**src/rtl/dfr_reservoir_stream.sv**
```systemverilog
// Delayed-feedback reservoir stage with valid/ready input, selectable nonlinearity,
// feedback gain/truncation, frame tracking and a multi-cycle flush that zeroes the delay line.
module dfr_reservoir_stream #(
    parameter int VIRTUAL_NODES  = 10,
    parameter int DATA_WIDTH     = 32,
    parameter int KEEP_BITS      = 12,
    parameter int FEEDBACK_SHIFT = 0
) (
    input  logic                             clk,
    input  logic                             rst,
    input  logic                             reservoir_en,
    input  logic                             linear_mode,
    input  logic                             flush,
    input  logic [DATA_WIDTH-1:0]            din,
    input  logic                             in_valid,
    output logic                             in_ready,
    output logic [DATA_WIDTH-1:0]            mg_sum,
    input  logic [DATA_WIDTH-1:0]            mg_result,
    output logic [DATA_WIDTH-1:0]            dout,
    output logic                             out_valid,
    output logic [$clog2(VIRTUAL_NODES)-1:0] node_idx,
    output logic                             frame_done,
    output logic                             busy
);

    localparam int IDX_W = $clog2(VIRTUAL_NODES);
    localparam logic [IDX_W-1:0] LAST_IDX = IDX_W'(VIRTUAL_NODES - 1);

    typedef enum logic {
        RUN,
        FLUSH
    } state_t;

    state_t state;
    state_t state_next;

    logic [DATA_WIDTH-1:0] node [VIRTUAL_NODES];
    logic [DATA_WIDTH-1:0] tail;
    logic [DATA_WIDTH-1:0] fmt;
    logic [DATA_WIDTH-1:0] fb;
    logic [DATA_WIDTH-1:0] node_in;
    logic [DATA_WIDTH-1:0] shift_in;
    logic [IDX_W-1:0]      flush_cnt;
    logic                  accept;
    logic                  shift_en;
    logic                  flush_last;

    // Left-shifting the tail moves its low KEEP_BITS to the top and zero-fills below,
    // which also covers KEEP_BITS == DATA_WIDTH without a zero-width replication.
    assign tail       = node[VIRTUAL_NODES-1];
    assign fmt        = tail << (DATA_WIDTH - KEEP_BITS);
    assign fb         = fmt >> FEEDBACK_SHIFT;
    assign mg_sum     = din + fb;
    assign node_in    = linear_mode ? mg_sum : mg_result;
    assign flush_last = (state == FLUSH) && (flush_cnt == LAST_IDX);

    always_ff @(posedge clk or negedge rst) begin
        if (!rst) begin
            state <= RUN;
        end else begin
            state <= state_next;
        end
    end

    always_comb begin
        state_next = state;
        case (state)
            RUN:     if (flush) state_next = FLUSH;
            FLUSH:   if (flush_last) state_next = RUN;
            default: state_next = RUN;
        endcase
    end

    // A flush request masks in_ready in the same cycle, so a coincident sample is dropped.
    always_comb begin
        in_ready = 1'b0;
        accept   = 1'b0;
        busy     = 1'b0;
        shift_en = 1'b0;
        shift_in = '0;
        case (state)
            RUN: begin
                in_ready = reservoir_en && !flush;
                accept   = in_valid && reservoir_en && !flush;
                shift_en = accept;
                shift_in = node_in;
            end
            FLUSH: begin
                busy     = 1'b1;
                shift_en = 1'b1;
            end
            default: begin
                in_ready = 1'b0;
            end
        endcase
    end

    always_ff @(posedge clk or negedge rst) begin
        if (!rst) begin
            flush_cnt <= '0;
        end else if (state == FLUSH) begin
            flush_cnt <= flush_last ? '0 : flush_cnt + IDX_W'(1);
        end else begin
            flush_cnt <= '0;
        end
    end

    always_ff @(posedge clk or negedge rst) begin
        if (!rst) begin
            for (int k = 0; k < VIRTUAL_NODES; k++) begin
                node[k] <= '0;
            end
        end else if (shift_en) begin
            node[0] <= shift_in;
            for (int k = 1; k < VIRTUAL_NODES; k++) begin
                node[k] <= node[k-1];
            end
        end
    end

    // dout carries the formatted pre-shift tail; node_idx returns to 0 once a flush completes.
    always_ff @(posedge clk or negedge rst) begin
        if (!rst) begin
            dout       <= '0;
            out_valid  <= 1'b0;
            frame_done <= 1'b0;
            node_idx   <= '0;
        end else begin
            out_valid  <= accept;
            frame_done <= accept && (node_idx == LAST_IDX);
            if (accept) begin
                dout     <= fmt;
                node_idx <= (node_idx == LAST_IDX) ? '0 : node_idx + IDX_W'(1);
            end else if (flush_last) begin
                node_idx <= '0;
            end
        end
    end

endmodule

```
**config.mk**
```make
export PLATFORM = sky130hd
export DESIGN_NAME = dfr_reservoir_stream
export DESIGN_NICKNAME = d
export VERILOG_FILES = /design/src/rtl/dfr_reservoir_stream.sv
export SDC_FILE = /design/constraint.sdc
export NUM_CORES = 1
export LEC_CHECK = 0
export ABC_AREA = 0
export CAP_MARGIN = 20
export CORE_UTILIZATION = 46
export DETAILED_ROUTE_END_ITERATION = 12
export GPL_ROUTABILITY_DRIVEN = 0
export GPL_TIMING_DRIVEN = 0
export PLACE_DENSITY = 0.74
export SETUP_SLACK_MARGIN = 0.05
export SLEW_MARGIN = 30
export SYNTH_ARGS = -nofsm -noshare
export SYNTH_HDL_FRONTEND = slang
export SYNTH_SLANG_ARGS = --single-unit
```
**constraint.sdc**
```tcl
create_clock -name clk -period 3.2 [get_ports clk]
set_input_delay 0.64 -clock clk [delete_from_list [all_inputs] [get_ports clk]]
set_output_delay 0.64 -clock clk [all_outputs]
set_load 0.05 [all_outputs]
```
==> flow_summary.toml <==
[yosys]
ys_types = 37
yosysMostFrequentCell = "dfrtp_1"
synth-simple-area-share_pct = 5.83
synth_top_area_cell = "dfrtp_1"
synth_compound_area_share_pct = 4.66
avgSynthCellArea_sq_um = 13.1
ys_ff_latch = 143
synth_xor_area_share_pct = 1.53
synth.top_cell.area_share_pct = 56.9
seq_area_frac_synth_pct = 56.9
post_synth_instance_area_sq_um = 6290
synth_mux_area_share_pct = 21.4
yosysWarnings = 0
synth_top_family_by_area = "multiplexers"
async_flop_share_pct = 100
synthTopCellsByArea = "dfrtp_1 57%, mux2_2 19%, buf_4 4.9%"
synthFlopType = "dfrtp_1"
yosys.area_share.adder_pct = 3.30
synthCells = 481
synth_common_cells = "143 x dfrtp_1, 108 x mux2_2, 55 x nand2_1"
synth_edf_count = 0

[timing]
layout_setup_ws_ns = 0.0154
clock.fmax_ghz = 0.314
final-hold-violation-count = 0
finalSetupViolCount = 0
fin_tns_setup_ns = 0
fin_skew_ns = 0.00601
slew_viol_final = 0
fin_crit_sh_pct = 99.5
rsz0062_at_grt = "true"
max_slew_margin_pct = 58.0
post-route-min-period_ns = 3.18
worst_pin_slew_ns = 0.630

[clocking]
cts_buffers = 17
clockBufferDepth = 2
htree_num_levels = 4
clock-sinks = 143
cts_tree = "yes"
path_clk_slew_ns = 0.06
cts_hold_buf = 0
insertion_delay_ns = 0.41
cts-root-buf = "clkbuf_16"

[route]
vias = 3927
viasPerCell = 4.88
drc = 0
dr.pass1.iters = 6
first_iter_violations = 101
wirelength_um = 11000
postRouteAntennaNets = 0
post_drt_wl_per_cell_um = 13.7

[setup_path]
arrival_ns = 2.54
path_cells = "ha_4, fa_2, a211oi_2, o21bai_2, a2111oi_4, nor3_2, xor2_2, buf_6"
path_buf_inv = 1
critPathTopFamily = "compound AO/OA/AOI/OAI gates"
r2r_setup_slack_ns = 1.35
critPathLaunch = "tail[0]"
rr_worst_depth = 4
startpoint_type = "register"
crit_slowest_cell = "dfrtp_2"
cp-end-kind = "primary output"
reg2reg_from = "state"
cp.required_ns = 2.56
cp_max_fo = 3
max_stage_delay_ns = 0.44
r2r_end = "node[163]"
crit_type = "register to primary output"

[global_routing]
grt_max_degree = 84
grt_overflow = 0
grt_usage_pct = 16.8
antenna_found_initial = 0
first_global_vias = 3982
grt_pass1_wl_um = 18700

[power]
power.density_nw_per_um2 = 674
p_sw_mw = 1.66
leakage_nw = 4.15
power_mw = 5.60
clkPwrFrac_pct = 36.5
comb_power_share_pct = 25.7
p_seq_share_pct = 37.8
switching_share_pct = 29.7
peakVddDrop_v = 0.000384
intPower_mw = 3.94

[place]
post_dp_cell_area_sq_um = 7560
dp_hpwl_um = 7770
portBuffers = 93
pre_cts_ws_ns = -0.957

[layout]
layout-drive-gt1-share_pct = 36.1
stdcell_area_sq_um = 8310
synthToLayoutAreaGrowth_pct = 32.2
final_core_util_pct = 62.5
layout.nets = 702
diodes = 0

[die]
die-area_sq_um = 14100
ioPinCount = 142
design.core.area_sq_um = 13300
fp.dieW_um = 119
initial_core_util_pct = 47.3
die_y_um = 119
num_rows = 42

[run]
drv_cap = 0

[worst_hold_path]
hold_path.class = "input pin to asynchronous set/reset pin"

[status]
status = "finished clean"
worst max-delay path by stage:
stage,to,slack [ns],cells after the start
floorplan,mg_sum[28],0.06,7
global placement,node_idx[0],-3.80,1
detailed placement,mg_sum[28],-0.96,9
CTS,mg_sum[28],-0.14,8
global route,mg_sum[28],-0.06,8
finish,mg_sum[28],0.02,8
registers in the layout, summed over array words and instances, names as in the netlist:
register	flops
flush_cnt	4
frame_done	1
out_valid	1
node_idx	4
state	1
dout	12
tail	12
node	108
cells by family (layout without fill, tap and decap cells):
family | Yosys count | after routing
compound gates | 45 | 45
xor+xnor | 11 | 11
fa+ha+maj | 16 | 16
buf+inv | 61 | 190
flops | 143 | 143
mux | 121 | 121
other cells | 1 | 20
simple gates | 83 | 83
layout make-up:
type / count / area, sq um
inverter: 4 / 15.0
fill: 1020 / 4980
timing repair buffer: 98 / 960
buffer: 56 / 378
tap: 176 / 220
sequential: 143 / 3580
multi-input combinational: 296 / 2530
clock buffer: 22 / 464
clock inverter: 10 / 160
power groups by stage:
stage	logic [mW]	clock network, mW	registers, mW
floorplan	0.959	0	2.18
global placement	1.38	0	2.13
detailed placement	1.42	0	2.14
CTS	1.42	2.08	2.12
global route	1.55	2.18	2.14
finish	1.44	2.04	2.12
metal layers:
layer | wire [um] | share of wire [%] | GRT usage [%]
met1 | 4620 | 42 | 19.1
met2 | 5630 | 51 | 30.3
met3 | 659 | 6.0 | 4.60
met4 | 121 | 1.1 | 5.93
met5 | 0 | 0 | 0
what timing repair did:
item / CTS / global route
resized for setup: 53 / 19
pin swaps: 10 / 13
buffers inserted: 1 / 3
endpoints found under the setup margin: 11 / 8
placed cells by master, fill, tap and decap left out, types with 5 or more instances in the layout:
master / count
dfrtp_1: 140
mux2_2: 108
clkdlybuf4s50_1: 77
nand2_1: 55
buf_4: 48
o21ai_0: 22
conb_1: 20
clkbuf_16: 17
buf_2: 14
mux2i_1: 13
a21oi_1: 8
ha_4: 8
xnor2_1: 7
clkbuf_1: 6
ha_1: 6
dlygate4sd2_1: 6
nor2_1: 5
nand3_1: 5
stage by stage:
step | hold WS, ns | std cells
floorplan | 0.344 | 500
global placement | 0.461 | 769
detailed placement | 0.463 | 770
CTS | 0.231 | 803
global route | 0.253 | 805
finish | 0.211 | 805
No activity file was read; power rests on OpenSTA's default activity.
